File: src/rtl/pc_pkg.sv
// Shared definitions for the fetch-stage PC unit: default parameters and the
// next-PC source encoding used by the priority mux.
package pc_pkg;

  localparam int unsigned AW_DEF           = 64;
  localparam logic [63:0] RESET_VECTOR_DEF = 64'h0;
  localparam logic [63:0] TRAP_VECTOR_DEF  = 64'h100;
  localparam int unsigned STEP_DEF         = 4;
  localparam int unsigned RAS_DEPTH_DEF    = 4;

  // Next-PC source, listed in decreasing priority
  typedef enum logic [2:0] {
    SRC_TRAP,
    SRC_REDIR,
    SRC_PEND,
    SRC_RAS,
    SRC_SEQ
  } next_src_e;

endpackage

File: src/rtl/return_addr_stack.sv
// Return-address stack: a circular buffer with a top pointer and an entry count.
// Ports:
//   clk, rst_n        clock, async active-low reset
//   flush             drop all entries (count=0); push/pop ignored that cycle
//   push, push_data   push a return address (overwrites the oldest entry when full)
//   pop               pop the top entry; on an empty stack sets underflow instead
//   top_c             current top entry (combinational read)
//   empty, full       registered occupancy flags
//   overflow          sticky: a push overwrote the oldest entry
//   underflow         sticky: a pop found the stack empty
module return_addr_stack #(
  parameter int unsigned AW        = 64,
  parameter int unsigned RAS_DEPTH = 4
) (
  input  logic          clk,
  input  logic          rst_n,
  input  logic          flush,
  input  logic          push,
  input  logic          pop,
  input  logic [AW-1:0] push_data,
  output logic [AW-1:0] top_c,
  output logic          empty,
  output logic          full,
  output logic          overflow,
  output logic          underflow
);

  localparam int unsigned PW = $clog2(RAS_DEPTH);
  localparam int unsigned CW = $clog2(RAS_DEPTH + 1);

  logic [AW-1:0] mem_q [RAS_DEPTH];
  logic [AW-1:0] mem_d [RAS_DEPTH];
  logic [PW-1:0] top_q, top_d;
  logic [CW-1:0] cnt_q, cnt_d;
  logic          empty_q, empty_d;
  logic          full_q, full_d;
  logic          ovf_q, ovf_d;
  logic          unf_q, unf_d;
  logic          do_pop;

  // Next-state: pop+push replaces the top in place; push on full wraps over the oldest
  always_comb begin
    mem_d  = mem_q;
    top_d  = top_q;
    cnt_d  = cnt_q;
    ovf_d  = ovf_q;
    unf_d  = unf_q;
    do_pop = pop && (cnt_q != '0);
    if (flush) begin
      cnt_d = '0;
    end else begin
      if (pop && !do_pop) unf_d = 1'b1;
      if (do_pop && push) begin
        mem_d[top_q] = push_data;
      end else if (do_pop) begin
        top_d = top_q - PW'(1);
        cnt_d = cnt_q - CW'(1);
      end else if (push) begin
        top_d        = top_q + PW'(1);
        mem_d[top_d] = push_data;
        if (cnt_q == CW'(RAS_DEPTH)) ovf_d = 1'b1;
        else                         cnt_d = cnt_q + CW'(1);
      end
    end
    empty_d = (cnt_d == '0);
    full_d  = (cnt_d == CW'(RAS_DEPTH));
  end

  // Control state
  always_ff @(posedge clk or negedge rst_n) begin
    if (!rst_n) begin
      top_q   <= '0;
      cnt_q   <= '0;
      empty_q <= 1'b1;
      full_q  <= 1'b0;
      ovf_q   <= 1'b0;
      unf_q   <= 1'b0;
    end else begin
      top_q   <= top_d;
      cnt_q   <= cnt_d;
      empty_q <= empty_d;
      full_q  <= full_d;
      ovf_q   <= ovf_d;
      unf_q   <= unf_d;
    end
  end

  // Entry storage needs no reset: the count gates every read
  always_ff @(posedge clk) begin
    mem_q <= mem_d;
  end

  assign top_c     = mem_q[top_q];
  assign empty     = empty_q;
  assign full      = full_q;
  assign overflow  = ovf_q;
  assign underflow = unf_q;

endmodule

File: src/rtl/pc_fetch_unit.sv
// Fetch-stage program counter: holds the PC, presents it over a valid/ready
// handshake, buffers redirects/traps that arrive during a stall, and picks the
// next PC from trap vector, redirect, buffered redirect, RAS prediction or step.
// Ports:
//   clk, rst_n                      clock, async active-low reset
//   fetch_valid / fetch_ready       request handshake; pc_out accepted when both high
//   pc_out                          current PC
//   redirect_valid/redirect_target  resolved branch/jump
//   trap                            exception, next PC = TRAP_VECTOR
//   call_hint / ret_hint            instruction at pc_out is a call / return
//   ras_empty/full/overflow/underflow  return-address stack status
module pc_fetch_unit
  import pc_pkg::*;
#(
  parameter int unsigned   AW           = AW_DEF,
  parameter logic [AW-1:0] RESET_VECTOR = AW'(RESET_VECTOR_DEF),
  parameter logic [AW-1:0] TRAP_VECTOR  = AW'(TRAP_VECTOR_DEF),
  parameter int unsigned   STEP         = STEP_DEF,
  parameter int unsigned   RAS_DEPTH    = RAS_DEPTH_DEF
) (
  input  logic          clk,
  input  logic          rst_n,
  output logic          fetch_valid,
  input  logic          fetch_ready,
  output logic [AW-1:0] pc_out,
  input  logic          redirect_valid,
  input  logic [AW-1:0] redirect_target,
  input  logic          trap,
  input  logic          call_hint,
  input  logic          ret_hint,
  output logic          ras_empty,
  output logic          ras_full,
  output logic          ras_overflow,
  output logic          ras_underflow
);

  logic          fetch_valid_q, fetch_valid_d;
  logic [AW-1:0] pc_q, pc_d;
  logic          pend_trap_q, pend_trap_d;
  logic          pend_redir_q, pend_redir_d;
  logic [AW-1:0] pend_tgt_q, pend_tgt_d;

  logic          accept_c;
  logic          trap_sel_c;
  logic [AW-1:0] seq_pc_c;
  logic [AW-1:0] ras_top_c;
  logic          ras_push_c, ras_pop_c, ras_flush_c;
  next_src_e     src_c;

  assign accept_c   = fetch_valid_q & fetch_ready;
  assign trap_sel_c = trap | pend_trap_q;
  assign seq_pc_c   = pc_q + AW'(STEP);

  // Next-PC source by strict priority
  always_comb begin
    src_c = SRC_SEQ;
    if (trap_sel_c)                   src_c = SRC_TRAP;
    else if (redirect_valid)          src_c = SRC_REDIR;
    else if (pend_redir_q)            src_c = SRC_PEND;
    else if (ret_hint && !ras_empty)  src_c = SRC_RAS;
  end

  // PC, pending buffer and RAS control
  always_comb begin
    fetch_valid_d = 1'b1;
    pc_d          = pc_q;
    pend_trap_d   = pend_trap_q;
    pend_redir_d  = pend_redir_q;
    pend_tgt_d    = pend_tgt_q;
    ras_push_c    = 1'b0;
    ras_pop_c     = 1'b0;
    ras_flush_c   = 1'b0;
    if (accept_c) begin
      case (src_c)
        SRC_TRAP:  pc_d = TRAP_VECTOR;
        SRC_REDIR: pc_d = redirect_target;
        SRC_PEND:  pc_d = pend_tgt_q;
        SRC_RAS:   pc_d = ras_top_c;
        SRC_SEQ:   pc_d = seq_pc_c;
        default:   pc_d = seq_pc_c;
      endcase
      pend_trap_d  = 1'b0;
      pend_redir_d = 1'b0;
      // A trap flushes the stack and suppresses this cycle's hints
      ras_flush_c  = trap_sel_c;
      ras_push_c   = call_hint & ~trap_sel_c;
      ras_pop_c    = ret_hint & ~trap_sel_c;
    end else if (trap) begin
      pend_trap_d  = 1'b1;
      pend_redir_d = 1'b0;
    end else if (redirect_valid && !pend_trap_q) begin
      // A pending trap outranks any later redirect, so it is dropped
      pend_redir_d = 1'b1;
      pend_tgt_d   = redirect_target;
    end
  end

  always_ff @(posedge clk or negedge rst_n) begin
    if (!rst_n) begin
      fetch_valid_q <= 1'b0;
      pc_q          <= RESET_VECTOR;
      pend_trap_q   <= 1'b0;
      pend_redir_q  <= 1'b0;
      pend_tgt_q    <= '0;
    end else begin
      fetch_valid_q <= fetch_valid_d;
      pc_q          <= pc_d;
      pend_trap_q   <= pend_trap_d;
      pend_redir_q  <= pend_redir_d;
      pend_tgt_q    <= pend_tgt_d;
    end
  end

  return_addr_stack #(
    .AW        (AW),
    .RAS_DEPTH (RAS_DEPTH)
  ) u_ras (
    .clk       (clk),
    .rst_n     (rst_n),
    .flush     (ras_flush_c),
    .push      (ras_push_c),
    .pop       (ras_pop_c),
    .push_data (seq_pc_c),
    .top_c     (ras_top_c),
    .empty     (ras_empty),
    .full      (ras_full),
    .overflow  (ras_overflow),
    .underflow (ras_underflow)
  );

  assign fetch_valid = fetch_valid_q;
  assign pc_out      = pc_q;

endmodule

File: config.mk
export PLATFORM = sky130hd
export DESIGN_NAME = pc_fetch_unit
export DESIGN_NICKNAME = d
export VERILOG_FILES = /design/src/rtl/pc_pkg.sv /design/src/rtl/return_addr_stack.sv /design/src/rtl/pc_fetch_unit.sv
export SDC_FILE = /design/constraint.sdc
export NUM_CORES = 1
export LEC_CHECK = 0
export ABC_AREA = 1
export CORE_UTILIZATION = 60
export DETAILED_ROUTE_END_ITERATION = 12
export PLACE_DENSITY = 0.88
export SYNTH_ARGS = -nofsm -noshare
export SYNTH_HDL_FRONTEND = slang
export SYNTH_SLANG_ARGS = --single-unit
File: constraint.sdc
create_clock -name clk -period 6.2 [get_ports clk]
set_input_delay 0.62 -clock clk [delete_from_list [all_inputs] [get_ports clk]]
set_output_delay 0.62 -clock clk [all_outputs]
set_load 0.005 [all_outputs]
==> results.cfg <==
[floorplanning]
core-area_sq_mm = 0.0328
initial_core_util = 0.616
rows = 66
die_area_sq_mm = 0.0344
die_h_um = 185
die_x_um = 185
io_pins = 140

[timing]
setup_viol = 0
tightest_slew_ps = 1190
relSlewSlack = 0.202
fmax_mhz = 278
min_period_ps = 3600
slew_violations = 0
hold_viol_final = 0
rsz0062_at_grt = false
finalCritPeriodShare = 0.580
setup_tns_ps = 0
clock-skew-final_ps = 16.5
setup_slack_ps = 2600

[clock_tree]
postCtsSetupBuffers = 0
ctsHoldBuffers = 0
cts_resized = 0
cts-buffers-inserted = 42
clk_pin_slew_ps = 60
cts.sinks = 396
cts_max_level = 2
clockBufferDepth = 3
root_buffer = clkbuf_16
cts_tree = yes
clock_latency_ps = 550

[drt]
first_pass_iters = 6
vias_per_cell = 6.03
detail-route-antenna-nets = 0
wl_per_cell_um = 21.8
drc_errors = 0
routed_wl_um = 67000
drtIter0Drc = 2906
vias = 18500

[synth]
synth-seq-cells = 396
synth_cells = 2506
synth_ff_type = edfxtp_1
ys_types = 39
yosysMostFrequentCell = nand2_1
yosysSeqAreaShare = 0.555
synth_top_area_frac = 0.381
synthesis.area_sq_mm = 0.0202
yosys_warnings = 0
synth.net_count = 2587
async_reset_ff_frac = 0.354
synth_area_leaders = edfxtp_1, dfrtp_1, nand2_1, nor2_1, nand3_1
synth_edf_count = 256
yosysTopAreaCell = edfxtp_1
synth_commonest_cells = nand2_1, nor2_1, edfxtp_1
syn_avg_cell_area_sq_um = 8.05

[critical_path]
end_kind = flop
worst-endpoint-arrival_ps = 3750
r2r-end = u_ras.mem_q[249]$_DFFE_PP_
reg2reg_depth = 11
critPathLaunch = trap
crit_path_end = u_ras.mem_q[249]$_DFFE_PP_
crit_required_ps = 6350
path_class = primary input to flop
r2r_slack_ps = 2760
critical_path_peak_fanout = 64
r2r-start = u_ras.cnt_q[1]$_DFF_PN0_
cp-start-kind = primary input

[place]
port_buffers = 139
hpwl_um = 45200
place_ws_ps = 2110
routabilityCongestion = 0.995

[power_and_ir_drop]
p_leak_nw = 9.11
p_per_area_mw_per_mm2 = 329
vdd_drop_max_mv = 0.328

[grt]
grt_overflow_total = 0
antenna_found_initial = 5
first_global_vias = 17400
grt_usage = 0.397
grt_max_degree = 91
grt_pass1_wl_um = 100000

[layout]
nets = 2677
area_growth_pct = 14.8
num-fill-cells = 2481
finalCoreUtilization = 0.706
final_layout_size_suffix_gt1_frac = 0.0552

[worst_hold_path]
timing.hold.worst.class = primary input to asynchronous set/reset pin

[job]
maxCapViolCount = 0

[run_status]
outcome = finished clean
## per-stage QoR
| step | std cells | area, sq um | hold slack [ps] | power [mW] |
|---|---|---|---|---|
| finish | 3071 | 23200 | 83.7 | 7.63 |
| global placement | 2994 | 21900 | 453 | 5.11 |
| detailed placement | 2994 | 21900 | 458 | 5.18 |
| CTS | 3070 | 23200 | 105 | 7.54 |
| global route | 3070 | 23200 | 134 | 7.89 |
| floorplan | 2506 | 20200 | 324 | 4.45 |
## layout make-up
type	count	area, sq um	share of cell area
Clock buffer	57	1140	0.0492
Timing Repair Buffer	167	1600	0.0692
Antenna cell	1	2.50	0.000108
Inverter	129	485	0.0210
Multi-Input combinational cell	1860	8030	0.347
Clock inverter	19	145	0.00627
Tap cell	442	553	0.0239
Sequential cell	396	11200	0.484
## cells in the final DEF, fill, tap and decap left out, types with 14 or more instances in the layout
cell type / n
inv_2: 15
dfrtp_1: 137
clkdlybuf4s50_1: 138
nand4_1: 16
buf_4: 28
nor2_1: 513
clkbuf_16: 43
inv_1: 112
o21ai_0: 115
nor2_4: 14
nand2_1: 861
a21oi_1: 66
edfxtp_1: 256
nand3_1: 165
xor2_1: 15
## cells by family after synthesis
kind of cell             Yosys count  synth area share
XOR/XNOR                          19           0.00825
adder cells (fa/ha/maj)           10           0.00620
AND/OR/NAND/NOR                 1600             0.319
flip-flops                       396             0.555
buffers and inverters            250            0.0496
AO/OA/AOI/OAI                    230            0.0625
other                              1          0.000186
## flip-flops by register name, summed over array words and instances, names as in the netlist, 2 cells and up
signal and count:
u_ras.cnt_q 3, pc_out 64, pend_tgt_q 64, u_ras.top_q 2, u_ras.mem_q 256
## worst min path at each step
stage / slack [ps] / endpoint / cells after the start
after floorplan: 320 / fetch_valid$_DFF_PN0_ / 0
after global placement: 450 / pend_tgt_q[22]$_DFFE_PN0P_ / 2
after detailed placement: 460 / pend_tgt_q[10]$_DFFE_PN0P_ / 2
after CTS: 110 / pend_tgt_q[1]$_DFFE_PN0P_ / 1
after global routing: 130 / pend_tgt_q[0]$_DFFE_PN0P_ / 1
final: 80 / pend_tgt_q[1]$_DFFE_PN0P_ / 1
## where the power goes
group	leakage [nW]	switching (mW)	total (mW)	internal, mW
clock network	0.628	1.03	2.40	1.37
registers	4.18	0.203	3.19	2.99
logic	4.31	1.46	2.03	0.573
total	9.11	2.69	7.63	4.93
## metal layers
| metal | GRT usage | routed length, um | vias up |
|---|---|---|---|
| li1 | - | - | 8287 |
| met1 | 0.543 | 24700 | 8544 |
| met2 | 0.574 | 28800 | 1460 |
| met3 | 0.142 | 10500 | 226 |
| met4 | 0.162 | 2860 | 4 |
| met5 | 0 | 26 | - |
## worst max-delay path: stages
cell and delay, ps:
clkdlybuf4s50_1 450, nor2_2 390, nand3_1 300, inv_1 170, ha_1 370, inv_1 220, o21ai_0 250, inv_2 80
nor2_4 90, buf_4 760
Power figures use the tool's default switching activity.
